## config.mk

```make
export PLATFORM = sky130hd
export DESIGN_NAME = pipelined_adder
export DESIGN_NICKNAME = d
export VERILOG_FILES = /design/src/rtl/pipelined_adder_pkg.sv /design/src/rtl/adder_chunk.sv /design/src/rtl/pipelined_adder.sv
export SDC_FILE = /design/constraint.sdc
export NUM_CORES = 1
export LEC_CHECK = 0
export BUFFER_PORTS_ARGS = -buffer_cell sky130_fd_sc_hd__clkbuf_2
export CAP_MARGIN = 20
export CELL_PAD_IN_SITES_DETAIL_PLACEMENT = 0
export CELL_PAD_IN_SITES_GLOBAL_PLACEMENT = 2
export CORE_MARGIN = 2
export CORE_UTILIZATION = 35
export DETAILED_ROUTE_END_ITERATION = 10
export GPL_TIMING_DRIVEN = 0
export PLACE_DENSITY_LB_ADDON = 0.05
export SYNTH_ARGS = -nofsm -noshare
export SYNTH_HDL_FRONTEND = slang
export SYNTH_SLANG_ARGS = --single-unit
```

## constraint.sdc

```tcl
create_clock -name clk -period 2.9 [get_ports clk]
set_clock_uncertainty 0.2 [all_clocks]
set_input_delay 0.29 -clock clk [delete_from_list [all_inputs] [get_ports clk]]
set_output_delay 0.29 -clock clk [all_outputs]
set_load 0.01 [all_outputs]
```

## src/rtl/pipelined_adder_pkg.sv

```systemverilog
// rtl/pipelined_adder_pkg.sv - shared parameters, checks and stage-register layout for pipelined_adder
package pipelined_adder_pkg;

  localparam int DEF_WIDTH = 16;
  localparam int DEF_CHUNK = 4;

  // Number of pipeline stages, one CHUNK-bit ripple per stage.
  function automatic int num_stages(input int width, input int chunk);
    return (chunk > 0) ? width / chunk : 1;
  endfunction

  // Legal geometry: CHUNK >= 1 and WIDTH an exact multiple of CHUNK.
  function automatic bit params_ok(input int width, input int chunk);
    return (chunk >= 1) && (width >= chunk) && ((width % chunk) == 0);
  endfunction

  // Stage k register layout: valid, sum_lo[lo_width], a_hi/b_hi[hi_width], carry.
  // The final stage has hi_width == 0 and holds the MSB carry-in instead.
  function automatic int lo_width(input int k, input int chunk);
    return chunk * (k + 1);
  endfunction

  function automatic int hi_width(input int k, input int width, input int chunk);
    return width - chunk * (k + 1);
  endfunction

endpackage

```

## src/rtl/adder_chunk.sv

```systemverilog
// rtl/adder_chunk.sv - combinational CHUNK-bit ripple-carry adder with carry into the top bit
module adder_chunk #(
  parameter int CHUNK = 4
) (
  input  logic [CHUNK-1:0] A,
  input  logic [CHUNK-1:0] B,
  input  logic             CI,
  output logic [CHUNK-1:0] SUM,
  output logic             CO,
  output logic             C_MSB
);

  logic [CHUNK:0] c;

  // Bit-serial ripple: c[i] is the carry into bit i.
  always_comb begin
    c    = '0;
    SUM  = '0;
    c[0] = CI;
    for (int i = 0; i < CHUNK; i++) begin
      SUM[i]   = A[i] ^ B[i] ^ c[i];
      c[i + 1] = (A[i] & B[i]) | (c[i] & (A[i] ^ B[i]));
    end
  end

  assign CO    = c[CHUNK];
  assign C_MSB = c[CHUNK-1];

endmodule

```

## src/rtl/pipelined_adder.sv

```systemverilog
// rtl/pipelined_adder.sv - pipelined ripple-carry adder/subtractor with valid/ready handshakes
module pipelined_adder
  import pipelined_adder_pkg::*;
#(
  parameter int WIDTH = DEF_WIDTH,
  parameter int CHUNK = DEF_CHUNK
) (
  input  logic             clk,
  input  logic             rst_n,
  input  logic             IN_VALID,
  output logic             IN_READY,
  input  logic [WIDTH-1:0] A,
  input  logic [WIDTH-1:0] B,
  input  logic             CI,
  input  logic             SUB,
  output logic             OUT_VALID,
  input  logic             OUT_READY,
  output logic [WIDTH-1:0] SUM,
  output logic             CO,
  output logic             OFL,
  output logic             ZERO
);

  localparam int STAGES = num_stages(WIDTH, CHUNK);

  if (!params_ok(WIDTH, CHUNK)) begin : g_param_check
    $fatal(1, "pipelined_adder: WIDTH must be a positive multiple of CHUNK");
  end

  // Whole pipeline advances together; bubbles move like valid beats.
  logic             en;
  logic [WIDTH-1:0] b_eff;
  logic             ci0;

  assign en       = !OUT_VALID || OUT_READY;
  assign IN_READY = en;
  assign b_eff    = B ^ {WIDTH{SUB}};
  assign ci0      = SUB | CI;

  for (genvar k = 0; k < STAGES; k++) begin : g_stage
    localparam int LO_W = lo_width(k, CHUNK);
    localparam int HI_W = hi_width(k, WIDTH, CHUNK);

    logic [CHUNK-1:0] a_c, b_c, s_c;
    logic             ci_c, co_c, cmsb_c;
    logic             valid_d, valid_q;
    logic [LO_W-1:0]  sum_d, sum_q;
    logic             carry_q;

    if (k == 0) begin : g_src
      assign a_c     = A[CHUNK-1:0];
      assign b_c     = b_eff[CHUNK-1:0];
      assign ci_c    = ci0;
      assign valid_d = IN_VALID;
      assign sum_d   = s_c;
    end else begin : g_src
      assign a_c     = g_stage[k-1].g_hi.a_hi_q[CHUNK-1:0];
      assign b_c     = g_stage[k-1].g_hi.b_hi_q[CHUNK-1:0];
      assign ci_c    = g_stage[k-1].carry_q;
      assign valid_d = g_stage[k-1].valid_q;
      assign sum_d   = {s_c, g_stage[k-1].sum_q};
    end

    adder_chunk #(.CHUNK(CHUNK)) u_add (
      .A    (a_c),
      .B    (b_c),
      .CI   (ci_c),
      .SUM  (s_c),
      .CO   (co_c),
      .C_MSB(cmsb_c)
    );

    // Stage register: valid, resolved low sum bits and chunk carry-out.
    always_ff @(posedge clk or negedge rst_n) begin
      if (!rst_n) begin
        valid_q <= 1'b0;
        sum_q   <= '0;
        carry_q <= 1'b0;
      end else if (en) begin
        valid_q <= valid_d;
        sum_q   <= sum_d;
        carry_q <= co_c;
      end
    end

    if (HI_W > 0) begin : g_hi
      logic [HI_W-1:0] a_hi_d, a_hi_q, b_hi_d, b_hi_q;
      logic            unused_cmsb;

      // Only the final chunk's MSB carry-in feeds the overflow flag.
      assign unused_cmsb = cmsb_c;

      if (k == 0) begin : g_hsrc
        assign a_hi_d = A[WIDTH-1:CHUNK];
        assign b_hi_d = b_eff[WIDTH-1:CHUNK];
      end else begin : g_hsrc
        assign a_hi_d = g_stage[k-1].g_hi.a_hi_q[HI_W+CHUNK-1:CHUNK];
        assign b_hi_d = g_stage[k-1].g_hi.b_hi_q[HI_W+CHUNK-1:CHUNK];
      end

      // Operand bits not yet consumed by a chunk adder travel with the beat.
      always_ff @(posedge clk or negedge rst_n) begin
        if (!rst_n) begin
          a_hi_q <= '0;
          b_hi_q <= '0;
        end else if (en) begin
          a_hi_q <= a_hi_d;
          b_hi_q <= b_hi_d;
        end
      end
    end else begin : g_last
      logic cmsb_q;

      // Carry into the result MSB, kept for the signed-overflow flag.
      always_ff @(posedge clk or negedge rst_n) begin
        if (!rst_n) begin
          cmsb_q <= 1'b0;
        end else if (en) begin
          cmsb_q <= cmsb_c;
        end
      end
    end
  end

  assign OUT_VALID = g_stage[STAGES-1].valid_q;
  assign SUM       = g_stage[STAGES-1].sum_q;
  assign CO        = g_stage[STAGES-1].carry_q;
  assign OFL       = g_stage[STAGES-1].carry_q ^ g_stage[STAGES-1].g_last.cmsb_q;
  assign ZERO      = (SUM == '0);

endmodule

```

---- Word level (Yosys, flattened, before mapping) ----
Cells that the tools add are included.
operators by class
  bitwise logic cells ..................... 83
  reductions and logical operators ........ 3
operator list
  kind                count
  bitwise XOR 1 bit   33
  AND 1 bit           32
  OR 1 bit            17
  zero test 16 bit    1
  bitwise XOR 16 bit  1
  zero test 1 bit     1
  logical OR 1 bit    1
storage, ports and cells
  logic and storage cells ................. 105
  output and inout bits ................... 21
  flip-flop bits (word level) ............. 97

---- Depth between registers and ports, before layout ----
Gate-level depths: netlist (run 1).
  depth in word-level cells ............... 10
  gate-level depth with buffers ........... 11
  gate-level depth less buffers ........... 9

---- By module ----
Synthesis (run 1) repeated with hierarchy kept, for this count alone.
unflattened totals
  cells, all modules ...................... 279
  area, all modules ....................... 4317.9 sq um
by module, submodules not included
  module           sequential area each (sq um)  cells an instance  instances  area an instance (sq um)
  pipelined_adder  2427.3                        231                1          3877.5
  adder_chunk      0.0                           12                 4          110.1

---- Least setup slack after synthesis (run 1) ----
Ideal clock, no wire load.
  path kind ............................... input-to-reg
  start ................................... in SUB
  end ..................................... reg g_stage[0].sum_q[3]
  stages .................................. 11
  setup slack ............................. 88 ps
  setup time .............................. 125 ps
  required time ........................... 2575 ps
  arrival ................................. 2487 ps
  buffers on the path ..................... 2
  path through ............................ buf_2 -> buf_4 -> xnor2_1 -> fa_1 -> inv_1 -> fa_1 -> inv_1 -> fa_1 -> inv_1 -> fa_1 -> mux2_2
between the ends
  cells in the longest elaborated chain, start to end .. 9
  elaborated cells on any way between the ends .. 16
  classes of those cells .................. 16 x bitwise
RTL lines
  what                   line                   source
  start, declared        pipelined_adder.sv:15  input logic SUB,
  bitwise XOR 16 bit     pipelined_adder.sv:37  assign b_eff = B ^ {WIDTH{SUB}};
  bitwise XOR 1 bit      adder_chunk.sv:22      c[i + 1] = (A[i] & B[i]) | (c[i] & (A[i] ^ B[i]));
  AND 1 bit              adder_chunk.sv:22
  OR 1 bit               adder_chunk.sv:22
  AND 1 bit              adder_chunk.sv:22
  OR 1 bit               adder_chunk.sv:22
  AND 1 bit              adder_chunk.sv:22
  OR 1 bit               adder_chunk.sv:22
  bitwise XOR 1 bit (*)  adder_chunk.sv:21      SUM[i] = A[i] ^ B[i] ^ c[i];
  net g_stage[0].s_c[3]  pipelined_adder.sv:44  logic [CHUNK-1:0] a_c, b_c, s_c;
  end signal, assigned   pipelined_adder.sv:81  sum_q <= sum_d;
  end, declared          pipelined_adder.sv:47  logic [LO_W-1:0] sum_d, sum_q;
Mark *: on every way through the listed nets, which the timed path passes. The rest lies on a longest branch.
A chain may end at the register's enable or synchronous reset.

---- Worst setup path in the final report (run 1) ----
Same ends and word-level chain as after synthesis.

==> results.toml, run 1 <==
[flow_run]
drv_cap = 0

[synthesis]
synth_simple_gate_area_share_pct = 3.106
yosysMostFrequentCell = "dfrtp_1"
synth_compound_area_share_pct = 1.172
yosysSeqAreaShare_pct = 56.84
synth_mux_area_share_pct = 23.50
async_reset_ff_share_pct = 100.0
yosysUniqueCellTypes = 19
ys_top_cells_by_count = "dfrtp_1 (97), mux2_2 (74), inv_1 (25)"
syn_avg_cell_area_sq_um = 15.04
synth_top_area_share_pct = 56.84
synthAdderAreaFrac_pct = 7.501
synth_edf_count = 0
postSynthCellCount = 284
synthTopCellsByArea = "dfrtp_1 (57%), mux2_2 (20%), fa_1 (7.5%)"
synth.ff_latch_count = 97
dominantRegCellSynth = "dfrtp_1"
ys.warnings.count = 0
syn_area_sq_um = 4270
synth_top_family_by_area = "multiplexers"
yosysTopAreaCell = "dfrtp_1"
synth_xor_area_share_pct = 3.487
syn_nets = 338

[placed_design]
port_buffers = 57
post-dp-hpwl_um = 5904
dpl_worst_slack_ns = -0.1486
placedCellCount = 489
place_congestion = 0.6895

[cts]
clkLatencyLatePin_ns = 0.34
cts_resized = 0
cts_buffers = 9
cts_buffer_depth = 2
cts.reportedPaths.clkPinSlew_ns = 0.06
cts_tree = "built"
post_cts_buffers = 0
h-tree-depth = 3
postCtsHoldBufs = 14
cts.sinks = 97
root_buffer = "clkbuf_16"

[worst_setup_path]
ff2ff_path_depth = 7
crit_path_max_fanout = 10
critical_path.startpoint_type = "primary input"
cp.required_ns = 2.93
arrival_ns = 2.67
end_kind = "flop"
critical_path_class = "primary input to flop"

[floorplan]
design.die.area_sq_um = 13100
die_h_um = 114.5
core_sq_um = 11960
die_w_um = 114.5
io_pins = 59
rows = 40
initial_core_util_pct = 35.70

[power]
peakVddDrop_mv = 0.3927
power_mw = 5.348
p_seq_share_pct = 44.0
powerDensity_nw_per_um2 = 1028
pwr-share-clk_pct = 22.0
combPwrFrac_pct = 34.0
p_leak_nw = 2.386
cell_internal_pwr_mw = 3.691
switchingPower_mw = 1.657
p_sw_share_pct = 30.98

[min_path]
hp-class = "primary input to flop"
holdPathStages = 3

[layout]
area_growth_pct = 21.77
final_nets = 421
drive_gt1_share_pct = 45.43
antennaDiodeCount = 0
instances_no_fill = 519

[routing]
vias_per_cell = 4.592
firstDrtPassIters = 4
wirelength_um = 8477
routedWlPerCell_um = 16.33
drtIter0Drc = 92
dr_total_vias = 2383
antenna_left = 0
drc_errors = 0

[grt]
track_usage_pct = 14.57
antenna_found_initial = 0
grt_pass1_wl_um = 13860
grt_max_degree = 56
grt_pass1_vias = 2544
grt_remaining_overflow = 0

[sta]
fin_ws_ns = 0.2595
setup_viol = 0
period_share_pct = 91.05
slew_violations = 0
hold_violations = 0
tightest_slew_ns = 0.6599
timing.hold.ws_ns = 0.03593
slew_headroom_pct = 56.01
fmax_mhz = 378.7
fin_crit_ns = 2.640
rsz0062_at_grt = "no"

[outcome]
status = "finished clean"
==> power by group through the flow <==
stage	registers [mW]	clock network, mW	logic, mW
2_1_floorplan	2.32	0	1.28
3_3_place_gp	2.38	0	1.81
3_5_place_dp	2.40	0	1.86
4_1_cts	2.37	1.23	1.88
5_1_grt	2.45	1.29	2.05
6_report	2.35	1.18	1.82
==> worst paths after layout <==
kind / start / end / slack, ns
setup / recovery: SUB / g_stage[0].sum_q[3] / 0.26
hold / removal: B[5] / g_stage[0].g_hi.b_hi_q[1] / 0.04
setup reg to reg: g_stage[2].carry_q / SUM[15] / 0.45
hold reg to reg: g_stage[2].valid_q / OUT_VALID / 0.28
max in group asynchronous: rst_n / g_stage[2].g_hi.b_hi_q[3] / 1.48
min in group asynchronous: rst_n / g_stage[0].g_hi.b_hi_q[5] / 0.33
==> sequential cells by signal, summed over array words and instances, names as in the netlist <==
register / flops
g_stage.valid_q: 3
SUM: 16
g_stage.g_last.cmsb_q: 1
g_stage.carry_q: 3
CO: 1
OUT_VALID: 1
g_stage.sum_q: 24
g_stage.g_hi.b_hi_q: 24
g_stage.g_hi.a_hi_q: 24
==> cell families (layout without fill, tap and decap cells) <==
| logic type | after synthesis | count (layout) |
|---|---|---|
| and+or+nand+nor | 18 | 18 |
| DFF | 97 | 97 |
| buffers and inverters | 40 | 128 |
| muxes | 86 | 86 |
| AOI/OAI and AO/OA | 10 | 10 |
| xor gates and xnor gates | 17 | 17 |
| adders and majority gates | 16 | 16 |
==> metrics by stage <==
step	utilization [%]	setup TNS (ns)	area (sq um)
after floorplan	-	0	4270
after global placement	39.62	-0.5045	4740
after detailed placement	39.87	-0.1486	4770
after CTS	43.47	0	5200
after global routing	43.47	0	5200
final	43.47	0	5200
==> worst max-delay path: stages <==
cell and delay, ns:
buf_2 0.23, buf_4 0.27, xnor2_1 0.12, fa_1 0.39, inv_1 0.07, fa_1 0.15
inv_1 0.05, fa_1 0.35, inv_1 0.07, fa_1 0.40, mux2_2 0.27
==> per-layer routing <==
metal  part of all wire (%)  wire [um]  track usage (%)  vias to the layer above
met5                      0          0                0                        -
met4                    1.4        118            4.634                        0
met3                    5.4        458            4.976                        8
met2                     47       3981            22.72                       55
met1                     46       3918            19.18                     1209
li1                       -          -                -                     1111
==> final cells by class <==
type                       instances  area [sq um]
buffer                            15         93.84
sequential                        97          2427
inverter                          25         93.84
tap                              147         183.9
multi-input combinational        147          1655
timing repair buffer              72         455.4
clock inverter                     3         40.04
clock buffer                      13         250.2
fill                            1165          6761
==> placed cells by master, fill, tap and decap left out, types with 2 or more instances in the layout <==
| master | count |
|---|---|
| mux2_2 | 74 |
| nor3b_1 | 10 |
| clkbuf_2 | 56 |
| buf_6 | 3 |
| buf_2 | 9 |
| clkbuf_16 | 9 |
| xnor2_1 | 4 |
| mux2_4 | 10 |
| fa_1 | 16 |
| xor2_1 | 13 |
| inv_1 | 25 |
| clkbuf_1 | 5 |
| dfrtp_1 | 97 |
| clkinv_2 | 2 |
| mux2i_1 | 2 |
| dlygate4sd3_1 | 14 |
| a21oi_1 | 10 |
| nor4_1 | 4 |
Note: power is estimated with default switching activity, not from simulation.
==> inputs of run 2 (changes only) <==
--- a/config.mk
+++ b/config.mk
@@ -13,7 +13,8 @@
 export CORE_UTILIZATION = 35
 export DETAILED_ROUTE_END_ITERATION = 10
 export GPL_TIMING_DRIVEN = 0
-export PLACE_DENSITY_LB_ADDON = 0.05
+export PLACE_DENSITY = 0.67
+export SLEW_MARGIN = 20
 export SYNTH_ARGS = -nofsm -noshare
 export SYNTH_HDL_FRONTEND = slang
 export SYNTH_SLANG_ARGS = --single-unit
==> results.toml, run 2 (synthesized netlist as in run 1, its figures left out) <==
[worst_setup_path]
crit_path_max_fanout = 10
critical_path.startpoint_type = "primary input"
path_cells = "buf_2, buf_4, xnor2_1, fa_1, inv_1, fa_1, inv_1, fa_1, inv_1, fa_1, mux2_2"
end_kind = "flop"
slowest_stage = "fa_1"
r2r_start = "g_stage[2].g_hi.a_hi_q[0]"
cp.required_ns = 2.92
crit_top_cell = "fa_1"
critical_path.max_stage_delay_ns = 0.41
critical_path_class = "primary input to flop"
worstSetupStartpoint = "SUB"
arrival_ns = 2.70

[power]
p_sw_share_pct = 30.65
cell_internal_pwr_mw = 3.755
p_seq_share_pct = 43.5
peakVddDrop_mv = 0.3793
switchingPower_mw = 1.660
p_leak_nw = 2.391
pwr-share-clk_pct = 23.1
combPwrFrac_pct = 33.4
powerDensity_nw_per_um2 = 1036

[cts]
cts_tree = "built"
cts.sinks = 97
root_buffer = "clkbuf_16"
postCtsHoldBufs = 14
cts_resized = 0
clkLatencyLatePin_ns = 0.33
post_cts_buffers = 0
cts.reportedPaths.clkPinSlew_ns = 0.06
cts_buffers = 9
cts_buffer_depth = 2
h-tree-depth = 3

[layout]
final_nets = 421
final_common_cell = "dfrtp_1"
num-fill-cells = 1122
instances_no_fill = 519
area_growth_pct = 22.44
ff_latch_area_sq_um = 2427
drive_gt1_share_pct = 45.70
multi_input_area_sq_um = 1655
largestRegisters = "g_stage.g_hi.a_hi_q x24, g_stage.g_hi.b_hi_q x24, g_stage.sum_q x24"
layout_common_cells = "dfrtp_1 (97), mux2_2 (74), clkbuf_2 (56), inv_1 (25), fa_1 (16)"
antennaDiodeCount = 0

[routing]
wirelength_um = 8233
drc_errors = 0
drtIter0Drc = 56
dr_total_vias = 2399
routedWlPerCell_um = 15.86
antenna_left = 0
firstDrtPassIters = 4
vias_per_cell = 4.622

[sta]
slew_violations = 0
fin_crit_ns = 2.683
period_share_pct = 92.53
setup_viol = 0
rsz0062_at_grt = "no"
hold_violations = 0
tightest_slew_ns = 0.5753
fmax_mhz = 372.7
timing.hold.ws_ns = 0.06879
slew_headroom_pct = 61.65

[placed_design]
post-dp-hpwl_um = 5786
placedCellCount = 489
port_buffers = 57
place_congestion = 0.7068

[floorplan]
core_sq_um = 11960
io_pins = 59
die_h_um = 114.5
design.die.area_sq_um = 13100
die_w_um = 114.5
initial_core_util_pct = 35.70
rows = 40

[outcome]
status = "finished clean"

[grt]
grt_max_degree = 78
antenna_found_initial = 0
grt_pass1_vias = 2648
grt_pass1_wl_um = 13880
grt_remaining_overflow = 0
track_usage_pct = 14.11

[min_path]
hp-class = "primary input to flop"
hp-start = "B[5]"

[flow_run]
drv_cap = 0
==> run 2: cell types whose count changed in the layout (fill, tap and decap cells not counted), sizes merged <==
cell      before  now
bufinv         1    2
clkbuf        72   70
clkinvlp       0    2
clkinv         2    1
==> run 2: power groups by stage <==
stage | clock (mW) | sequential, mW | combinational [mW]
global placement | 0 | 2.37 | 1.80
global route | 1.33 | 2.45 | 2.04
finish | 1.25 | 2.35 | 1.81
floorplan | 0 | 2.32 | 1.28
CTS | 1.29 | 2.37 | 1.86
detailed placement | 0 | 2.39 | 1.83
==> run 2: layout make-up <==
cell class,instances,area share [%]
flip-flops and latches,97,46.42
multi-input cells,147,31.66
repair buffers,72,8.830
clock buffers,11,4.451
well taps,147,3.518
plain buffers,15,1.795
inverters,25,1.795
clock inverters,5,1.531
==> run 2: through the flow <==
| stage | cell area [sq um] | setup slack (ns) | total power [mW] | TNS (ns) | util (%) |
|---|---|---|---|---|---|
| detailed placement | 4776 | -0.1763 | 4.226 | -0.1763 | 39.93 |
| finish | 5229 | 0.2166 | 5.415 | 0 | 43.71 |
| global placement | 4740 | -0.1567 | 4.172 | -0.1567 | 39.62 |
| floorplan | 4270 | 0.08784 | 3.599 | 0 | - |
| CTS | 5229 | 0.1782 | 5.511 | 0 | 43.71 |
| global route | 5229 | 0.09508 | 5.820 | 0 | 43.71 |
==> run 2: final timing paths <==
kind                            slack, ns  cells after the start                   endpoint
worst max-delay path                 0.22                     11        g_stage[0].sum_q[3]
worst min-delay path                 0.07                      3  g_stage[0].g_hi.b_hi_q[1]
worst max register to register       0.46                      7                    SUM[15]
worst min register to register       0.29                      1                  OUT_VALID
max in group asynchronous            1.70                      3  g_stage[0].g_hi.b_hi_q[1]
min in group asynchronous            0.18                      2  g_stage[0].g_hi.b_hi_q[7]
==> run 2: metal layers <==
layer  vias up  track usage [%]  part of all wire, %
met4         0            3.415                 0.64
met5         -                0                    0
met2        45            22.05                   47
met1      1237            19.73                   49
li1       1111                -                    -
met3         6            3.706                  3.2
==> run 2: critical path, delay by kind of cell <==
kind / cells / cell delay, ns
adders and majority gates: 4 / 1.31
muxes: 1 / 0.27
xor gates and xnor gates: 1 / 0.12
buffers and inverters: 5 / 0.70
